==> config.mk <==
export PLATFORM = sky130hd
export DESIGN_NAME = conv_window_gen
export DESIGN_NICKNAME = d
export VERILOG_FILES = /design/src/rtl/conv_window_gen.sv
export SDC_FILE = /design/constraint.sdc
export NUM_CORES = 1
export LEC_CHECK = 0
export ABC_AREA = 0
export BUFFER_PORTS_ARGS = -buffer_cell sky130_fd_sc_hd__buf_2
export CORE_AREA = 2 2 150 152
export CTS_BUF_LIST = sky130_fd_sc_hd__clkbuf_4 sky130_fd_sc_hd__clkbuf_8 sky130_fd_sc_hd__clkbuf_16
export DETAILED_ROUTE_END_ITERATION = 16
export DIE_AREA = 0 0 152 154
export PLACE_DENSITY = 0.72
export SLEW_MARGIN = 20
export SYNTH_ARGS = -nofsm -noshare
export SYNTH_HDL_FRONTEND = slang
export SYNTH_SLANG_ARGS = --single-unit
==> constraint.sdc <==
create_clock -name clk -period 3.1 [get_ports clk]
set_input_delay 0.62 -clock clk [delete_from_list [all_inputs] [get_ports clk]]
set_output_delay 0.62 -clock clk [all_outputs]
set_load 0.005 [all_outputs]
==> src/rtl/conv_window_gen.sv <==
// Streaming 3x3 window generator: buffers the two previous image rows and
// presents each complete 3x3 neighbourhood of a raster pixel stream.
module conv_window_gen #(
  parameter int DATA_W = 8,
  parameter int IMG_W  = 8,
  parameter int IMG_H  = 8
) (
  input  logic                     clk,
  input  logic                     rst,
  input  logic signed [DATA_W-1:0] pix_in,
  input  logic                     pix_valid,
  input  logic                     sof,
  output logic signed [DATA_W-1:0] win0,
  output logic signed [DATA_W-1:0] win1,
  output logic signed [DATA_W-1:0] win2,
  output logic signed [DATA_W-1:0] win3,
  output logic signed [DATA_W-1:0] win4,
  output logic signed [DATA_W-1:0] win5,
  output logic signed [DATA_W-1:0] win6,
  output logic signed [DATA_W-1:0] win7,
  output logic signed [DATA_W-1:0] win8,
  output logic                     win_valid,
  output logic                     frame_done
);

  localparam int CW = $clog2(IMG_W);
  localparam int RW = $clog2(IMG_H);

  logic [CW-1:0]            r_col;
  logic [RW-1:0]            r_row;
  logic [CW-1:0]            w_col;
  logic [RW-1:0]            w_row;
  logic                     w_last_col;
  logic                     w_last_row;
  logic                     w_emit;
  logic signed [DATA_W-1:0] r_lb1 [IMG_W];
  logic signed [DATA_W-1:0] r_lb2 [IMG_W];
  logic signed [DATA_W-1:0] r_win [9];
  logic signed [DATA_W-1:0] w_win [9];
  logic signed [DATA_W-1:0] r_out [9];
  logic                     r_win_valid;
  logic                     r_frame_done;

  // A pixel carrying sof is (0,0) whatever the counters currently say.
  always_comb begin
    w_col      = sof ? '0 : r_col;
    w_row      = sof ? '0 : r_row;
    w_last_col = (w_col == CW'(IMG_W - 1));
    w_last_row = (w_row == RW'(IMG_H - 1));
    w_emit     = pix_valid && (w_row >= RW'(2)) && (w_col >= CW'(2));
  end

  always_comb begin
    w_win[0] = r_win[1];
    w_win[1] = r_win[2];
    w_win[2] = r_lb2[w_col];
    w_win[3] = r_win[4];
    w_win[4] = r_win[5];
    w_win[5] = r_lb1[w_col];
    w_win[6] = r_win[7];
    w_win[7] = r_win[8];
    w_win[8] = pix_in;
  end

  always_ff @(posedge clk) begin
    if (rst) begin
      r_col        <= '0;
      r_row        <= '0;
      r_win_valid  <= 1'b0;
      r_frame_done <= 1'b0;
      for (int i = 0; i < 9; i++) begin
        r_win[i] <= '0;
        r_out[i] <= '0;
      end
    end else begin
      r_win_valid  <= w_emit;
      r_frame_done <= pix_valid && w_last_col && w_last_row;
      if (pix_valid) begin
        r_col <= w_last_col ? '0 : w_col + 1'b1;
        if (w_last_col)
          r_row <= w_last_row ? '0 : w_row + 1'b1;
        else
          r_row <= w_row;
        r_win <= w_win;
        if (w_emit)
          r_out <= w_win;
      end
    end
  end

  // Line buffers are never read for an emitted window before being rewritten,
  // so they carry no reset.
  always_ff @(posedge clk) begin
    if (pix_valid) begin
      r_lb2[w_col] <= r_lb1[w_col];
      r_lb1[w_col] <= pix_in;
    end
  end

  assign win0       = r_out[0];
  assign win1       = r_out[1];
  assign win2       = r_out[2];
  assign win3       = r_out[3];
  assign win4       = r_out[4];
  assign win5       = r_out[5];
  assign win6       = r_out[6];
  assign win7       = r_out[7];
  assign win8       = r_out[8];
  assign win_valid  = r_win_valid;
  assign frame_done = r_frame_done;

endmodule

## Yosys cells after proc, flatten, opt, wreduce, memory -nomap -nowiden

Memory sizes are Yosys's and may differ from the RTL's.
Cells that the tools add are included.

| word-level totals | value |
|---|---|
| bits in registers | 128 |
| memory bits (writable) | 128 |
| input port bits | 12 |
| output and inout port bits | 74 |
| word-level logic and storage cells | 39 |
| memories | 2 |

Memories:

| name | depth | bits a word | read ports | clocked after Yosys merged registers in | write ports | RTL line | text |
|---|---|---|---|---|---|---|---|
| r_lb1 | 8 | 8 | 1 | 0 | 1 | 36 | `logic signed [DATA_W-1:0] r_lb1 [IMG_W];` |
| r_lb2 | 8 | 8 | 1 | 0 | 1 | 37 | `logic signed [DATA_W-1:0] r_lb2 [IMG_W];` |

| cells by class | value |
|---|---|
| add/sub/neg operators | 2 |
| magnitude comparators | 2 |
| eq/ne operators | 2 |
| mux-type cells | 7 |
| reduce and logical (&&, ||, !) cells | 5 |

Operators by type and width:

| cell | number |
|---|---|
| 3-bit two-way mux | 5 |
| 3-bit by 1-bit adder with 3-bit output (second input constant) | 2 |
| 3-bit equality test (second input constant) | 2 |
| 3-bit by 2-bit greater-or-equal comparator with 1-bit output (second input constant) | 2 |
| 1-bit logical AND | 4 |
| 1-bit two-way mux | 2 |
| 2-bit AND reduction | 1 |

## Depth between registers and ports, before layout

Gate-level depths: netlist (run 1).

| logic depth | value |
|---|---|
| depth in word-level cells | 5 |
| gate-level depth with buffers | 10 |
| gate-level depth less buffers | 8 |

## Least setup slack after synthesis (run 1)

Ideal clock, no wire load.

| path | value |
|---|---|
| kind | input port to flip-flop |
| start | in pix_valid |
| end | mem r_lb1[1][0], enable pin |
| setup time | 0.436 ns |
| data arrival time | 2.885 ns |
| data required time | 2.664 ns |
| path slack | -0.222 ns |
| cell stages on the path | 3 |
| buffers on the path | 2 |
| path through | clkbuf_1 -> clkbuf_1 -> nor4b_1 |

| between the ends | value |
|---|---|
| word-level cells in the longest chain between the ends | 2 |

RTL lines:

| item | RTL line | text |
|---|---|---|
| start, declared | 11 | `input logic pix_valid,` |
| 1-bit two-way mux | 94 | `if (pix_valid) begin` |
| 1-bit two-way mux (implied by the code) | 96 | `r_lb1[w_col] <= pix_in;` |
| end, declared | 36 |  |

No other way between the ends.

## Final worst setup path (run 1)

| path | value |
|---|---|
| start | reg r_col[1] |
| end | reg r_out, in the netlist win7[4] |

| between the ends | value |
|---|---|
| word-level cells in the longest chain between the ends | 4 |

RTL lines:

| item | RTL line | text |
|---|---|---|
| start, declared | 29 | `logic [CW-1:0] r_col;` |
| start signal, assigned | 79 | `r_col <= w_last_col ? '0 : w_col + 1'b1;` |
| 3-bit two-way mux | 46 | `w_col = sof ? '0 : r_col;` |
| 3-bit by 2-bit greater-or-equal comparator with 1-bit output | 50 | `w_emit = pix_valid && (w_row >= RW'(2)) && (w_col >= CW'(2));` |
| 1-bit logical AND | 50 |  |
| 2-bit AND reduction (no source line) | n/a |  |
| end signal, assigned | 86 | `r_out <= w_win;` |
| end, declared | 40 | `logic signed [DATA_W-1:0] r_out [9];` |

No other way between the ends.
A chain may end at the register's enable or synchronous reset.

==> results of run 1 <==
## metal layers
layer	up-vias	track usage	wire length, um
li1	3040	-	-
met1	3103	0.2465	9561
met2	198	0.3063	10400
met3	37	0.02508	1133
met4	0	0.04139	448
met5	-	0	0
## logic make-up after synthesis
logic type               Yosys count
flip-flops                       256
multiplexers                      81
adder cells (fa/ha/maj)            6
buffers and inverters             70
AND/OR/NAND/NOR                  225
AO/OA/AOI/OAI                    153
## state kept, by name (all words and copies together) (netlist names)
register and flops:
frame_done 1, r_col 3, r_lb1 64, r_lb2 64
r_row 3, r_win 48, win0 8, win1 8
win2 8, win3 8, win4 8, win5 8
win6 8, win7 8, win8 8, win_valid 1
## critical path: stages (launching register included)
cell and delay (ns):
dfxtp_1 0.57, and2b_1 0.26, ha_1 0.18, a21boi_0 0.15, or3_2 0.68, buf_12 0.26
nand2_1 0.09, a21oi_1 0.06
## synthesized netlist by cell type, types with 2 or more instances
cell / n / area (sq um)
ha_1: 6 / 75.07
buf_1: 3 / 11.26
o21ai_2: 2 / 17.52
o21ai_0: 7 / 35.03
a311oi_1: 16 / 140.1
nor2_1: 76 / 285.3
mux2_2: 8 / 90.09
dfxtp_1: 128 / 2562
a211oi_1: 20 / 150.1
buf_4: 4 / 30.03
mux2i_1: 73 / 730.7
or3b_1: 2 / 17.52
a21oi_1: 56 / 280.3
edfxtp_1: 128 / 3844
buf_6: 2 / 22.52
o22ai_2: 8 / 100.1
inv_1: 11 / 41.29
a211oi_2: 6 / 75.07
nand2_1: 130 / 488.0
a22o_1: 16 / 140.1
nor2b_1: 5 / 31.28
clkbuf_1: 27 / 101.4
nand3b_1: 2 / 15.01
a32oi_1: 3 / 26.28
a21boi_0: 2 / 15.01
buf_2: 21 / 105.1
a221oi_2: 8 / 120.1
nor3_1: 3 / 15.01
o22ai_1: 8 / 50.05
## per-stage QoR
| stage | power, mW | hold WS (ns) | instances | setup slack [ns] |
|---|---|---|---|---|
| after global routing | 7.608 | 0.4417 | 1186 | 0.5495 |
| after detailed placement | 4.164 | 0.4453 | 1138 | 0.3220 |
| after floorplan | 4.020 | 0.4312 | 791 | 0.2516 |
| after CTS | 7.435 | 0.4257 | 1186 | 0.7021 |
| final | 7.383 | 0.4296 | 1186 | 0.6837 |
| after global placement | 4.153 | 0.4402 | 1138 | 0.3929 |
## power by group
part	leakage, nW	switching, mW	internal, mW
combinational	1.68	0.249	0.152
sequential	2.20	0.0514	3.64
clock	0.473	1.27	2.02
total	4.35	1.57	5.81
## worst min path at each step
stage	from	endpoint	slack [ns]	depth (start not counted)
2_1_floorplan	r_win[56]$_SDFFE_PP0P_	win0[0]$_SDFFE_PP0P_	0.43	2
3_3_place_gp	win4[3]$_SDFFE_PP0P_	win4[3]$_SDFFE_PP0P_	0.44	2
3_5_place_dp	win4[3]$_SDFFE_PP0P_	win4[3]$_SDFFE_PP0P_	0.45	2
4_1_cts	pix_in[7]	r_lb1[6][7]$_DFFE_PP_	0.43	1
5_1_grt	pix_in[0]	r_lb1[3][0]$_DFFE_PP_	0.44	1
6_report	pix_in[7]	r_lb1[6][7]$_DFFE_PP_	0.43	1
## area by class of cell
cell class                 instances  area, sq um  area share
clock buffer                      35        819.5     0.07124
clock inverter                    13        117.6     0.01022
inverter                          12        45.04    0.003916
multi-input combinational        465         2983      0.2593
sequential                       256         6407      0.5570
tap                              280        350.3     0.03045
timing repair buffer             125        780.7     0.06787
==> results_dict.tcl, run 1 <==
set metrics [dict create \
    gp_congestion 0.8693 \
    antenna_left 0 \
    maxSlewViolCount 0 \
    design_area_sq_um 11500 \
    die_w_um 152 \
    synth-simple-area-share 0.09338 \
    fin_nets 904 \
    worstSetupEndpoint "win7[4]$_SDFFE_PP0P_" \
    dieArea_sq_um 23410 \
    synth_mux_area_frac 0.08461 \
    diodes 0 \
    cts_tree "done" \
    peakVddDrop_v 0.0003814 \
    hold_path_class "input pin to flop" \
    hold_viol_final 0 \
    initial_core_util 0.4473 \
    arrival_ns 2.81 \
    required_ns 3.49 \
    routed_via_density 5.378 \
    clockBufferDepth 3 \
    grt_overflow 0 \
    rows 54 \
    cts_setup_buffers 0 \
    die-height_um 154 \
    synth_flop_cell "edfxtp_1" \
    fin_setup_tns_ns 0 \
    setup_viol 0 \
    ys_warn_count 0 \
    r2r-start "r_col[1]$_SDFFE_PP0P_" \
    synth_edf_count 128 \
    clk_pin_slew_ns 0.06 \
    vias 6378 \
    syn-num-nets 809 \
    status "finished, final reports clean" \
    routed_wl_mm 21.54 \
    cts_made_buffers 26 \
    grt_pass1_wl_mm 34.07 \
    core_area_sq_um 21690 \
    first_pass_iters 5 \
    yosysUniqueCellTypes 39 \
    synth.yosys.seq_area_share 0.6604 \
    final_common_cell "nand2_1" \
    leakage_nw 4.353 \
    dp_hpwl_mm 13.92 \
    clock-sinks 256 \
    critPathKind "flop to flop" \
    start_kind "flop" \
    cts_resized 0 \
    cap_violations 0 \
    rsz0062_at_grt "no" \
    skew_ns 0.01020 \
    drt_iter0_drc 453 \
    period_needed_ns 2.416 \
    path_max_fanout 43 \
    slew_headroom 0.2319 \
    hold_buffers 0 \
    grt_pass1_vias 6118 \
    r2r_slack_ns 0.68 \
    synth_fa_ha_area_frac 0.007739 \
    grt_max_degree 89 \
    synthCells 791 \
    route.detailed.drc 0 \
    fill_cells 1801 \
    power_density_nw_per_um2 641.8 \
    syn-cell-area_sq_um 9701 \
    post-route-util 0.5304 \
    area_growth_pct 18.59 \
    worstMarginPinSlew_ns 1.150 \
    reg2reg_to "win7[4]$_SDFFE_PP0P_" \
    synth_compound_area_frac 0.1193 \
    synth_top_family_by_area "compound AO/OA/AOI/OAI gates" \
    clk_latency_ns 0.52 \
    layout_common_cells "130 x nand2_1, 128 x edfxtp_1, 127 x dfxtp_1" \
    period_share 0.7795 \
    syn_avg_cell_area_sq_um 12.26 \
    grt_usage 0.1801 \
    grt_antenna_before_repair 0 \
    postPlaceCellArea_sq_um 10570 \
    cts_root_buf "clkbuf_16" \
    endpoint_kind "flop" \
    fmax_mhz 413.9 \
    h-tree-depth 1 \
    synth-seq-cells 256 \
    io_buffers 85 \
    async_reset_ff_frac 0 \
    ioPinCount 86 \
    synth-xor-area-share 0 \
    drive_gt1_frac 0.2318 \
    crit_start "r_col[1]$_SDFFE_PP0P_" \
    wl_per_cell_um 18.16 \
    r2r_cells 7 \
]
Power figures use the tool's default switching activity.
==> run 2: changes to the inputs <==
clock period = 2 ns   (was 3.1 ns; I/O delays follow)
==> results_dict.tcl, run 2 (same netlist as run 1, synthesis figures left out) <==
set metrics [dict create \
    status "finished, final reports clean" \
    antenna_left 0 \
    grt_pass1_vias 6277 \
    die-height_um 154 \
    die_w_um 152 \
    period_needed_ns 1.936 \
    area_growth_pct 22.68 \
    gp_congestion 0.7901 \
    slew_headroom 0.5381 \
    clk_pin_slew_ns 0.06 \
    clock-sinks 256 \
    leakage_nw 4.470 \
    comb_power_share 0.062 \
    grt_antenna_before_repair 0 \
    ff_latch_area_sq_um 6410 \
    hold_path_class "input pin to flop" \
    totalPowerFinal_mw 11.10 \
    required_ns 2.44 \
    clockBufferDepth 3 \
    cts_made_buffers 25 \
    multi_input_area_sq_um 3109 \
    postPlaceCellArea_sq_um 10830 \
    fill_cells 1782 \
    rows 54 \
    rsz0062_at_grt "yes" \
    grt_usage 0.1803 \
    power.share.sequential 0.516 \
    drive_gt1_frac 0.2777 \
    clk_latency_ns 0.51 \
    io_buffers 85 \
    dieArea_sq_um 23410 \
    dp.cells 1155 \
    core_area_sq_um 21690 \
    skew_ns 0.01243 \
    vias 6519 \
    post-route-util 0.5487 \
    final_common_cell "nand2_1" \
    drt_iter0_drc 549 \
    arrival_ns 2.38 \
    grt_overflow 0 \
    hold_viol_final 0 \
    first_pass_iters 5 \
    p_int_mw 8.664 \
    power_density_nw_per_um2 932.7 \
    dp_hpwl_mm 13.53 \
    grt_pass1_wl_mm 34.50 \
    cts_tree "done" \
    start_kind "flop" \
    endpoint_kind "flop" \
    setup_viol 0 \
    period_share 0.9682 \
    grt_max_degree 61 \
    reg.largest.list "r_lb1 x64, r_lb2 x64, r_win x48" \
    cap_violations 0 \
    switching_share 0.2195 \
    routed_wl_mm 22.30 \
    switchingPower_mw 2.436 \
    worstMarginPinSlew_ns 0.6929 \
    fin_nets 929 \
    critPathKind "flop to flop" \
    peakVddDrop_v 0.0005486 \
    design_area_sq_um 11900 \
    wl_per_cell_um 18.44 \
    maxSlewViolCount 0 \
    fin_cells 1209 \
    fmax_mhz 516.4 \
    route.detailed.drc 0 \
    cts_root_buf "clkbuf_16" \
    initial_core_util 0.4473 \
    h-tree-depth 1 \
    hold_buffers 0 \
    diodes 0 \
    ioPinCount 86 \
    clockPowerShare 0.422 \
    layout_common_cells "130 x nand2_1, 128 x edfxtp_1, 125 x dfxtp_1" \
    path_max_fanout 15 \
    routed_via_density 5.392 \
]
==> run 2: layout make-up <==
cell class,instances,area share
sequential,256,0.5386
timing repair buffer,151,0.09610
clock buffer,30,0.05825
inverter,12,0.004416
tap,280,0.02944
clock inverter,15,0.01188
multi-input combinational,465,0.2613
==> run 2: per-stage QoR <==
stage	hold slack [ns]	TNS [ns]	setup slack, ns
after floorplan	0.4312	-2.078	-0.1298
after global placement	0.4401	-4.956	-0.1596
after detailed placement	0.4432	-9.704	-0.1749
after CTS	0.1591	0	0.01378
after global routing	0.1758	-0.2068	-0.01525
final	0.1799	0	0.06367
==> run 2: power groups by stage <==
stage          combinational (mW)  sequential (mW)  clock, mW
2_1_floorplan               0.441             5.80          0
3_5_place_dp                0.673             5.83          0
4_1_cts                     0.679             5.72       4.76
6_report                    0.689             5.73       4.68
3_3_place_gp                0.660             5.83          0
5_1_grt                     0.744             5.73       5.00
==> run 2: critical path, stage by stage (launching register included) <==
cell and delay [ns]:
dfxtp_2 0.35, nor2b_4 0.18, ha_4 0.15, o31ai_2 0.07
buf_4 0.15, nor3_4 0.41, buf_12 0.17, buf_6 0.20
nand2_1 0.07, a21oi_1 0.11
==> run 2: metal layers <==
layer  vias to the layer above  GRT usage  part of all wire
met4                         0    0.03605             0.016
met2                       206     0.3065              0.49
met1                      3192     0.2455              0.44
met5                         -          0                 0
li1                       3091          -                 -
met3                        30    0.03044             0.057
==> run 2: path summary, 6_finish.rpt <==
kind | start | endpoint | depth (start not counted) | slack [ns]
worst max-delay path | r_row[1]$_SDFFE_PP0P_ | win6[0]$_SDFFE_PP0P_ | 9 | 0.06
worst min-delay path | pix_valid | r_col[0]$_SDFFE_PP0P_ | 2 | 0.18
worst max register to register | r_row[1]$_SDFFE_PP0P_ | win6[0]$_SDFFE_PP0P_ | 9 | 0.06
worst min register to register | win4[1]$_SDFFE_PP0P_ | win4[1]$_SDFFE_PP0P_ | 2 | 0.45
==> run 2: repair_timing <==
action                     4_1_cts  5_1_grt
pin swaps                        0        2
gates cloned                     0        4
setup endpoints to repair        1       81
resized for setup                1       26
buffers inserted                 0        5
